--- src/rtl/prog_mealy_pkg.sv ---
// Shared widths, legacy state codes and table-entry layout for prog_mealy_fsm.
package prog_mealy_pkg;

    localparam int STATE_W_D = 2;
    localparam int IN_W_D    = 1;
    localparam int OUT_W_D   = 3;
    localparam int CNT_W_D   = 8;

    localparam logic [1:0] ST_A = 2'b00;
    localparam logic [1:0] ST_B = 2'b01;
    localparam logic [1:0] ST_C = 2'b10;
    localparam logic [1:0] ST_D = 2'b11;

    typedef struct packed {
        logic [STATE_W_D-1:0] next;
        logic [OUT_W_D-1:0]   out;
    } entry_t;

    // Table index {state,in}; callers truncate to their address width.
    function automatic logic [15:0] mealy_idx(
        input logic [15:0] s,
        input logic [15:0] i,
        input int          in_w
    );
        return (s << in_w) | i;
    endfunction

endpackage

--- src/rtl/mealy_table.sv ---
// Register-file transition/output table: one write port, one async read port.
module mealy_table
    import prog_mealy_pkg::*;
#(
    parameter int STATE_W = STATE_W_D,
    parameter int IN_W    = IN_W_D,
    parameter int OUT_W   = OUT_W_D
) (
    input  logic                    clk,
    input  logic                    rst_n,
    input  logic                    i_we,
    input  logic [STATE_W+IN_W-1:0] i_waddr,
    input  logic [STATE_W-1:0]      i_wnext,
    input  logic [OUT_W-1:0]        i_wout,
    input  logic [STATE_W+IN_W-1:0] i_raddr,
    output logic [STATE_W-1:0]      o_rnext,
    output logic [OUT_W-1:0]        o_rout
);

    localparam int N = 2 ** (STATE_W + IN_W);

    logic [STATE_W-1:0] r_next [N];
    logic [OUT_W-1:0]   r_out  [N];

    // Reset leaves every state self-looping with a zero output.
    always_ff @(posedge clk or negedge rst_n) begin
        if (!rst_n) begin
            for (int e = 0; e < N; e++) begin
                r_next[e] <= STATE_W'(e >> IN_W);
                r_out[e]  <= '0;
            end
        end else if (i_we) begin
            r_next[i_waddr] <= i_wnext;
            r_out[i_waddr]  <= i_wout;
        end
    end

    assign o_rnext = r_next[i_raddr];
    assign o_rout  = r_out[i_raddr];

endmodule

--- src/rtl/prog_mealy_fsm.sv ---
// Programmable Mealy FSM with valid/ready stepping and run-time table writes.
// Define PROG_MEALY_OUT_REG_EN to register out/out_valid (1-cycle latency).
module prog_mealy_fsm
    import prog_mealy_pkg::*;
#(
    parameter int STATE_W     = STATE_W_D,
    parameter int IN_W        = IN_W_D,
    parameter int OUT_W       = OUT_W_D,
    parameter int CNT_W       = CNT_W_D,
    parameter int RESET_STATE = 0
) (
    input  logic                    clk,
    input  logic                    rst_n,
    input  logic                    cfg_we,
    input  logic [STATE_W+IN_W-1:0] cfg_addr,
    input  logic [STATE_W-1:0]      cfg_next,
    input  logic [OUT_W-1:0]        cfg_out,
    input  logic                    restart,
    input  logic                    step_valid,
    input  logic [IN_W-1:0]         in,
    output logic                    step_ready,
    output logic [STATE_W-1:0]      state,
    output logic [OUT_W-1:0]        out,
    output logic                    out_valid,
    output logic [CNT_W-1:0]        step_cnt
);

    localparam int                 ADDR_W  = STATE_W + IN_W;
    localparam logic [STATE_W-1:0] RST_ST  = STATE_W'(RESET_STATE);

    logic [STATE_W-1:0] r_state;
    logic [CNT_W-1:0]   r_cnt;
    logic [ADDR_W-1:0]  w_idx;
    logic [STATE_W-1:0] w_next;
    logic [OUT_W-1:0]   w_rd_out;
    logic               w_accept;

    assign w_idx      = ADDR_W'(mealy_idx(16'(r_state), 16'(in), IN_W));
    assign step_ready = !cfg_we && !restart;
    assign w_accept   = step_valid && step_ready;

    mealy_table #(
        .STATE_W (STATE_W),
        .IN_W    (IN_W),
        .OUT_W   (OUT_W)
    ) u_table (
        .clk     (clk),
        .rst_n   (rst_n),
        .i_we    (cfg_we),
        .i_waddr (cfg_addr),
        .i_wnext (cfg_next),
        .i_wout  (cfg_out),
        .i_raddr (w_idx),
        .o_rnext (w_next),
        .o_rout  (w_rd_out)
    );

    always_ff @(posedge clk or negedge rst_n) begin
        if (!rst_n) begin
            r_state <= RST_ST;
            r_cnt   <= '0;
        end else if (restart) begin
            r_state <= RST_ST;
            r_cnt   <= '0;
        end else if (w_accept) begin
            r_state <= w_next;
            r_cnt   <= r_cnt + 1'b1;
        end
    end

    assign state    = r_state;
    assign step_cnt = r_cnt;

`ifdef PROG_MEALY_OUT_REG_EN
    logic [OUT_W-1:0] r_out;
    logic             r_out_valid;

    // Captures the pre-transition output; restart falls into the clear path.
    always_ff @(posedge clk or negedge rst_n) begin
        if (!rst_n) begin
            r_out       <= '0;
            r_out_valid <= 1'b0;
        end else if (w_accept) begin
            r_out       <= w_rd_out;
            r_out_valid <= 1'b1;
        end else begin
            r_out_valid <= 1'b0;
        end
    end

    assign out       = r_out;
    assign out_valid = r_out_valid;
`else
    assign out       = w_rd_out;
    assign out_valid = step_valid;
`endif

endmodule

--- config.mk ---
export PLATFORM = sky130hd
export DESIGN_NAME = prog_mealy_fsm
export DESIGN_NICKNAME = d
export VERILOG_FILES = /design/src/rtl/prog_mealy_pkg.sv /design/src/rtl/mealy_table.sv /design/src/rtl/prog_mealy_fsm.sv
export SDC_FILE = /design/constraint.sdc
export NUM_CORES = 1
export LEC_CHECK = 0
export CELL_PAD_IN_SITES_DETAIL_PLACEMENT = 1
export CELL_PAD_IN_SITES_GLOBAL_PLACEMENT = 1
export CORE_ASPECT_RATIO = 1.75
export CORE_MARGIN = 2
export CORE_UTILIZATION = 49
export CTS_CLUSTER_SIZE = 40
export DETAILED_ROUTE_END_ITERATION = 8
export MAX_ROUTING_LAYER = met4
export PLACE_DENSITY = 0.92
export SLEW_MARGIN = 20
export SYNTH_ARGS = -nofsm -noshare
export SYNTH_HDL_FRONTEND = slang
export SYNTH_SLANG_ARGS = --single-unit
--- constraint.sdc ---
create_clock -name clk -period 3.2 [get_ports clk]
set_input_delay 0.64 -clock clk [delete_from_list [all_inputs] [get_ports clk]]
set_output_delay 0.64 -clock clk [all_outputs]
set_load 0.01 [all_outputs]
-- After elaboration in Yosys (flattened, before gate mapping)
Index checks and enable logic that the tools add are counted.
- $add $sub $neg: 1
- $lt $le $gt $ge: 3
- multiplexer cells: 16
- bitwise operators: 3
- reductions and logical operators: 6
- operators by type and width (cell ; number):
    bitwise mux 24 bit ; 1
    bitwise mux 16 bit ; 1
    2-to-1 mux 8 bit ; 2
    2-to-1 mux 2 bit ; 5
    binary-select mux 3 bit (select 3 bit) ; 1
    demux 3 bit (select 3 bit) ; 1
    2-to-1 mux 3 bit ; 3
    adder 8 x 1 -> 8 bit (second input constant) ; 1
    greater-or-equal comparator 4 bit (second input constant) ; 2
    NOT 3 -> 4 bit ; 2
    binary-select mux 2 bit (select 3 bit) ; 1
    demux 2 bit (select 3 bit) ; 1
    less-than comparator 4 x 1 -> 1 bit (second input constant) ; 1
    logical AND 1 bit ; 3
    bitwise OR 3 x 1 -> 3 bit ; 1
    zero test 1 bit ; 2
    nonzero test 2 bit ; 1
- register bits: 50
- output and inout bits: 15

-- Logic depth before layout (Yosys ltp)
Gate-level depths: netlist of the first run.
- word-level depth: 7
- gate-level depth with buffers: 5
- depth with buffers taken out: 4

-- Hierarchy
A second synthesis of the first run with hierarchy kept.
- cell total of the unflattened synthesis: 155
- area, all modules: 2407.3 µm²
- modules (own cells, without submodules) (module ; times used ; cells each ; area an instance (µm²)):
    mealy_table ; 1 ; 106 ; 1894.3
    prog_mealy_fsm ; 1 ; 49 ; 513.0

-- Worst setup path before layout of the first run
No wires, ideal clock.
- path kind: input to output
- start: input in
- end: output out[0]
- data arrival time: 1.574 ns
- required time: 2.560 ns
- slack: 0.986 ns
- cell stages on the path: 3
- path through: buf_6 > mux4_2 > mux2_2
- cells in the longest elaborated chain, start to end: 5
- RTL lines (item ; line ; RTL):
    start: declaration ; prog_mealy_fsm.sv:20 ; input logic [IN_W-1:0] in,
    bitwise OR 3 x 1 -> 3 bit ; prog_mealy_pkg.sv:25 ; return (s << in_w) | i;
    NOT 3 -> 4 bit (not written as such) ; mealy_table.sv:39 ; assign o_rout = r_out[i_raddr];
    binary-select mux 3 bit (select 3 bit) ; mealy_table.sv:39 ;
    2-to-1 mux 3 bit (not written as such) (2 in a row) ; mealy_table.sv:39 ;
    end: declaration ; prog_mealy_fsm.sv:23 ; output logic [OUT_W-1:0] out,
Every way passes these cells. The select of a mux whose other input is x is not followed.

-- Final worst setup path of the first run
- start: input in
- end: output out[2]
Same word-level chain as after synthesis.

==> results of run 1 <==
[cells by family (layout without fill, tap and decap cells)]
| family | count (synthesis) | count (layout) |
|---|---|---|
| muxes | 57 | 57 |
| DFF | 50 | 50 |
| and+or+nand+nor | 31 | 31 |
| xor gates and xnor gates | 2 | 2 |
| AOI/OAI and AO/OA | 9 | 9 |
| buffers and inverters | 6 | 41 |
| adders and majority gates | 1 | 1 |
[Yosys cell counts, types with 2 or more instances]
cell type | instances | area, sq um
a21oi_1 | 3 | 15.0
buf_6 | 3 | 33.8
dfrtp_1 | 42 | 1050
dfstp_2 | 8 | 210
mux2_2 | 43 | 484
mux2i_1 | 4 | 40.0
mux4_2 | 10 | 225
nand2_1 | 4 | 15.0
nand2b_1 | 2 | 12.5
nand2b_4 | 2 | 27.5
nand3_1 | 2 | 10.0
nand3b_1 | 2 | 15.0
nand4b_1 | 3 | 26.3
nor2_1 | 4 | 15.0
nor3_1 | 3 | 15.0
nor3b_2 | 2 | 25.0
o21ai_0 | 4 | 20.0
o31ai_1 | 2 | 15.0
xor2_1 | 2 | 17.5
[state kept, by name, indices dropped and copies added (netlist names)]
signal          cells
u_table.r_next     16
state               2
u_table.r_out      24
step_cnt            8
[power groups by stage]
stage               clock (mW)  sequential [mW]  combinational (mW)
floorplan                    0            0.813               0.215
global placement             0            0.829               0.305
detailed placement           0            0.846               0.326
CTS                      0.454            0.843               0.322
global route             0.476            0.853               0.340
finish                   0.448            0.844               0.317
[final timing paths]
kind / start / to / depth (start not counted)
worst max-delay path: in / out[2] / 5
worst min-delay path: rst_n / step_cnt[0] / 1
worst max register to register: state[0] / state[1] / 4
worst min register to register: step_cnt[7] / step_cnt[7] / 1
max in group asynchronous: rst_n / u_table.r_next[9] / 1
min in group clk: step_cnt[7] / step_cnt[7] / 1
[layer usage]
| layer | global-route usage, % | vias to the layer above |
|---|---|---|
| met5 | - | - |
| met4 | 9.13 | 0 |
| met3 | 4.57 | 15 |
| met2 | 44.7 | 39 |
| met1 | 24.1 | 788 |
| li1 | - | 652 |
[final cells by class]
cell class / count / share of cell area [%]
Sequential cell: 50 / 44.9
Tap cell: 52 / 2.32
Clock inverter: 3 / 1.42
Clock buffer: 5 / 2.45
Multi-Input combinational cell: 100 / 37.4
Timing Repair Buffer: 33 / 11.5
[per-stage QoR]
step	instances	setup TNS [ns]	power, mW	area (sq um)	utilization, %
2_1_floorplan	156	0	1.03	2360	-
3_3_place_gp	235	-0.000367	1.13	2700	57.9
3_5_place_dp	235	-0.0686	1.17	2700	57.9
4_1_cts	243	0	1.62	2810	60.2
5_1_grt	243	0	1.67	2810	60.2
6_report	243	0	1.61	2810	60.2
==> metrics.yaml, run 1 <==
layout_common_cells: "mux2_2 (43), dfrtp_1 (42), clkdlybuf4s50_1 (24)"
synth_fp_nets: 171
synth_seq_cells: 50
antenna_found_initial: 0
areaGrowthSynthToFinish_pct: 19.0
cts_htree_levels: 2
vias: 1494
dr.pass1.iters: 4
grt-ovfl-total: 0
clkSinkCount: 50
synth-xor-area-share_pct: 0.742
final_antenna_net_count: 0
fin_nets: 205
synthArstFlopShare_pct: 100
post-cts-setup-buffers: 0
syn_inst: 156
path_cells: "clkdlybuf4s50_1, buf_12, mux4_2, mux2_2, dlygate4sd2_1"
crit_family: "buffers and inverters"
start_util_pct: 50.6
wl_per_cell_microns: 23.8
ios: 29
drive_gt1_share_pct: 42.9
pre_cts_ws_ns: -0.0267
syn_avg_cell_area_sq_um: 15.1
port-buffer-count: 28
die_area_sq_mm: 0.00541
topRoutingLayerUsed: "met4"
synth_edf_count: 0
internal_power_mw: 1.19
cp.arrival_ns: 2.43
cp.buffers_inverters: 3
cts_tree: "done"
r2r_slack_ns: 1.63
final_common_cell: "mux2_2"
synth_top_family_by_area: "multiplexers"
outcome: "finished clean"
cp_max_fo: 9
clock-root-buffer: "clkbuf_8"
drtIter0Drc: 35
rsz0062_at_grt: "false"
whs_ns: 0.340
ys.warnings.count: 0
ys_types: 30
synth-simple-area-share_pct: 9.38
timing.final.crit_share_pct: 95.9
synthAdderAreaFrac_pct: 0.530
grt_max_degree: 51
die_y_microns: 95.9
first_global_vias: 1674
cts_made_buffers: 5
grt_pass1_wl_mm: 9.05
worstMarginPinSlew_ns: 0.629
start_kind: "input port"
cts_resized: 3
core_area_sq_mm: 0.00467
hpwl_mm: 4.02
hold_violations: 0
insertion_delay_ns: 0.31
crit_type: "input port to primary output"
cts_buffer_depth: 2
combPwrFrac_pct: 19.7
drcViolationCount: 0
routed_wirelength_mm: 5.78
switchingPower_mw: 0.417
power_density_mw_per_mm2: 572
slew_violations: 0
cp-end-kind: "primary output"
met3_length_microns: 204
yosysSeqAreaShare_pct: 53.4
cts-hold-fix-buffers: 0
ys.flop_type: "dfrtp_1"
clock_power_share_pct: 27.8
cap_violations: 0
synth_area_sq_mm: 0.00236
power.leakage_nw: 1.14
max_slew_margin_pct: 57.9
synthMuxAreaShare_pct: 31.7
period_needed_ns: 3.07
gp_congestion: 0.809
via_per_inst: 6.15
n_antenna_cell: 0
switching_share_pct: 25.9
seqPwrFrac_pct: 52.5
crit_path_top_delay_cell: "mux4_2"
seqCellArea_sq_mm: 0.00126
route.met2.wl_mm: 3.37
cp.required_ns: 2.56
fmax_ghz: 0.326
track_usage_pct: 23.9
clk_pin_slew_ns: 0.09
peakVddDrop_uv: 511
multi_input_comb_area_sq_mm: 0.00105
setup_violations: 0
crit_path_max_incr_delay_ns: 0.54
nFillCells: 431
worstHoldPathType: "input port to asynchronous set/reset pin"
wl_met1_mm: 2.05
fin_worst_skew_ns: 0.00740
final.setup.worst_slack_ns: 0.131
rows: 33
synth_compound_area_share_pct: 2.12
die_x_microns: 56.5
(Power assumes the default switching activity.)
==> run 2: changes to the inputs <==
--- a/config.mk
+++ b/config.mk
@@ -8,7 +8,6 @@
 export CELL_PAD_IN_SITES_DETAIL_PLACEMENT = 1
 export CELL_PAD_IN_SITES_GLOBAL_PLACEMENT = 1
 export CORE_ASPECT_RATIO = 1.75
-export CORE_MARGIN = 2
 export CORE_UTILIZATION = 49
 export CTS_CLUSTER_SIZE = 40
 export DETAILED_ROUTE_END_ITERATION = 8
==> constraint.sdc (replaced) <==
create_clock -name clk -period 3.71 [get_ports clk]
set_input_delay 0.742 -clock clk [delete_from_list [all_inputs] [get_ports clk]]
set_output_delay 0.742 -clock clk [all_outputs]
set_load 0.01 [all_outputs]
==> run 2 against run 1 <==
  * Clock skew hardly changed
  * Hold slack better by 0.11 ns
  * Final area is 0.62% higher
  * Clock-buffer cell count is 1 higher
  * Sequential power is 15% lower
  * Critical path type unchanged
  * Largest cell class unchanged
  * Largest power group unchanged
==> metrics.yaml, run 2 (synthesized netlist as in run 1, its figures left out) <==
outcome: "finished clean"
path_cells: "clkdlybuf4s50_1, buf_4, mux4_2, mux2_2, clkdlybuf4s50_1"
ios: 29
r2r_slack_ns: 2.10
crit_type: "input port to primary output"
post-cts-setup-buffers: 0
cp-end-kind: "primary output"
grt_pass1_wl_mm: 8.63
cts_made_buffers: 5
final_common_cell: "mux2_2"
clock-root-buffer: "clkbuf_8"
insertion_delay_ns: 0.30
grt-ovfl-total: 0
period_needed_ns: 3.44
rows: 33
n_antenna_cell: 0
port-buffer-count: 28
peakVddDrop_uv: 406
slew_violations: 0
max_slew_margin_pct: 59.4
start_util_pct: 50.6
crit_path_max_incr_delay_ns: 0.53
dr.pass1.iters: 3
start_kind: "input port"
final_antenna_net_count: 0
track_usage_pct: 25.1
fin_util_pct: 60.6
via_per_inst: 6.10
cts_htree_levels: 2
crit_path_start: "in"
cts_resized: 0
cap_violations: 0
antenna_found_initial: 0
cp_common_cell: "clkdlybuf4s50_1"
clkSinkCount: 50
die_y_microns: 93.9
vias: 1477
grt_max_degree: 51
cp.required_ns: 2.97
hold_violations: 0
areaGrowthSynthToFinish_pct: 19.7
die_x_microns: 54.5
power_density_mw_per_mm2: 516
place_inst: 234
power.leakage_nw: 1.13
cts_buffer_depth: 2
core_area_sq_mm: 0.00467
worstMarginPinSlew_ns: 0.609
reg2reg_from: "state[0]"
die_area_sq_mm: 0.00511
cts_tree: "done"
gp_congestion: 0.787
whs_ns: 0.448
cp.arrival_ns: 2.70
fin_cells: 242
fin_worst_skew_ns: 0.00719
hpwl_mm: 3.78
largest_register_ffs: 24
nFillCells: 438
top_register: "u_table.r_out"
r2r-end: "state[1]"
rsz0062_at_grt: "false"
layout_common_cells: "mux2_2 (43), dfrtp_1 (42), clkdlybuf4s50_1 (27)"
cts-hold-fix-buffers: 0
setup_violations: 0
wl_per_cell_microns: 21.9
routed_wirelength_mm: 5.29
crit_path_top_delay_cell: "mux4_2"
pre_cts_ws_ns: 0.255
crit_family: "buffers and inverters"
final.setup.worst_slack_ns: 0.266
drtIter0Drc: 10
worstHoldPathType: "input port to asynchronous set/reset pin"
first_global_vias: 1690
drive_gt1_share_pct: 42.6
fin_nets: 204
clk_pin_slew_ns: 0.09
reg2regPathDepth: 3
drcViolationCount: 0
cp_max_fo: 9
cp.buffers_inverters: 3
timing.final.crit_share_pct: 92.8
finalSetupTns_ns: 0
fmax_ghz: 0.290
-- run 2: where the power goes --
part / internal (mW) / switching [mW] / total [mW]
clock: 0.288 / 0.181 / 0.469
sequential: 0.658 / 0.0628 / 0.720
combinational: 0.176 / 0.0943 / 0.271
total: 1.12 / 0.338 / 1.46
-- run 2: worst max path at each step --
| stage | cells after the start | endpoint |
|---|---|---|
| global placement | 5 | out[1] |
| floorplan | 3 | out[0] |
| CTS | 5 | out[1] |
| finish | 5 | out[1] |
| global route | 5 | out[1] |
| detailed placement | 5 | out[1] |
-- run 2: layer usage --
metal	track usage [%]	wire length, microns	up-vias
li1	-	-	648
met1	27.8	1980	782
met2	43.8	3040	39
met3	4.37	184	8
met4	8.12	83	0
met5	-	0	-
-- run 2: cell type report --
class / instances / area [sq um] / share of cell area [%]
multi-input cells: 100 / 1050 / 37.2
clock inverters: 2 / 60.1 / 2.12
clock buffers: 6 / 82.6 / 2.92
well taps: 52 / 65.1 / 2.30
repair buffers: 32 / 308 / 10.9
flip-flops and latches: 50 / 1260 / 44.6
-- run 2: through the flow --
step	area (sq um)	total power, mW
after global routing	2830	1.52
after CTS	2830	1.47
after global placement	2680	0.976
after floorplan	2360	0.887
final	2830	1.46
after detailed placement	2680	1.00
==> run 3: changes to the inputs <==
--- a/config.mk
+++ b/config.mk
@@ -9,6 +9,7 @@
 export CELL_PAD_IN_SITES_GLOBAL_PLACEMENT = 1
 export CORE_ASPECT_RATIO = 1.75
 export CORE_UTILIZATION = 49
+export CTS_CLUSTER_DIAMETER = 80
 export CTS_CLUSTER_SIZE = 40
 export DETAILED_ROUTE_END_ITERATION = 8
 export MAX_ROUTING_LAYER = met4
==> results of run 3 <==
No change in the layout: final DEF, timing and power equal those of run 2.
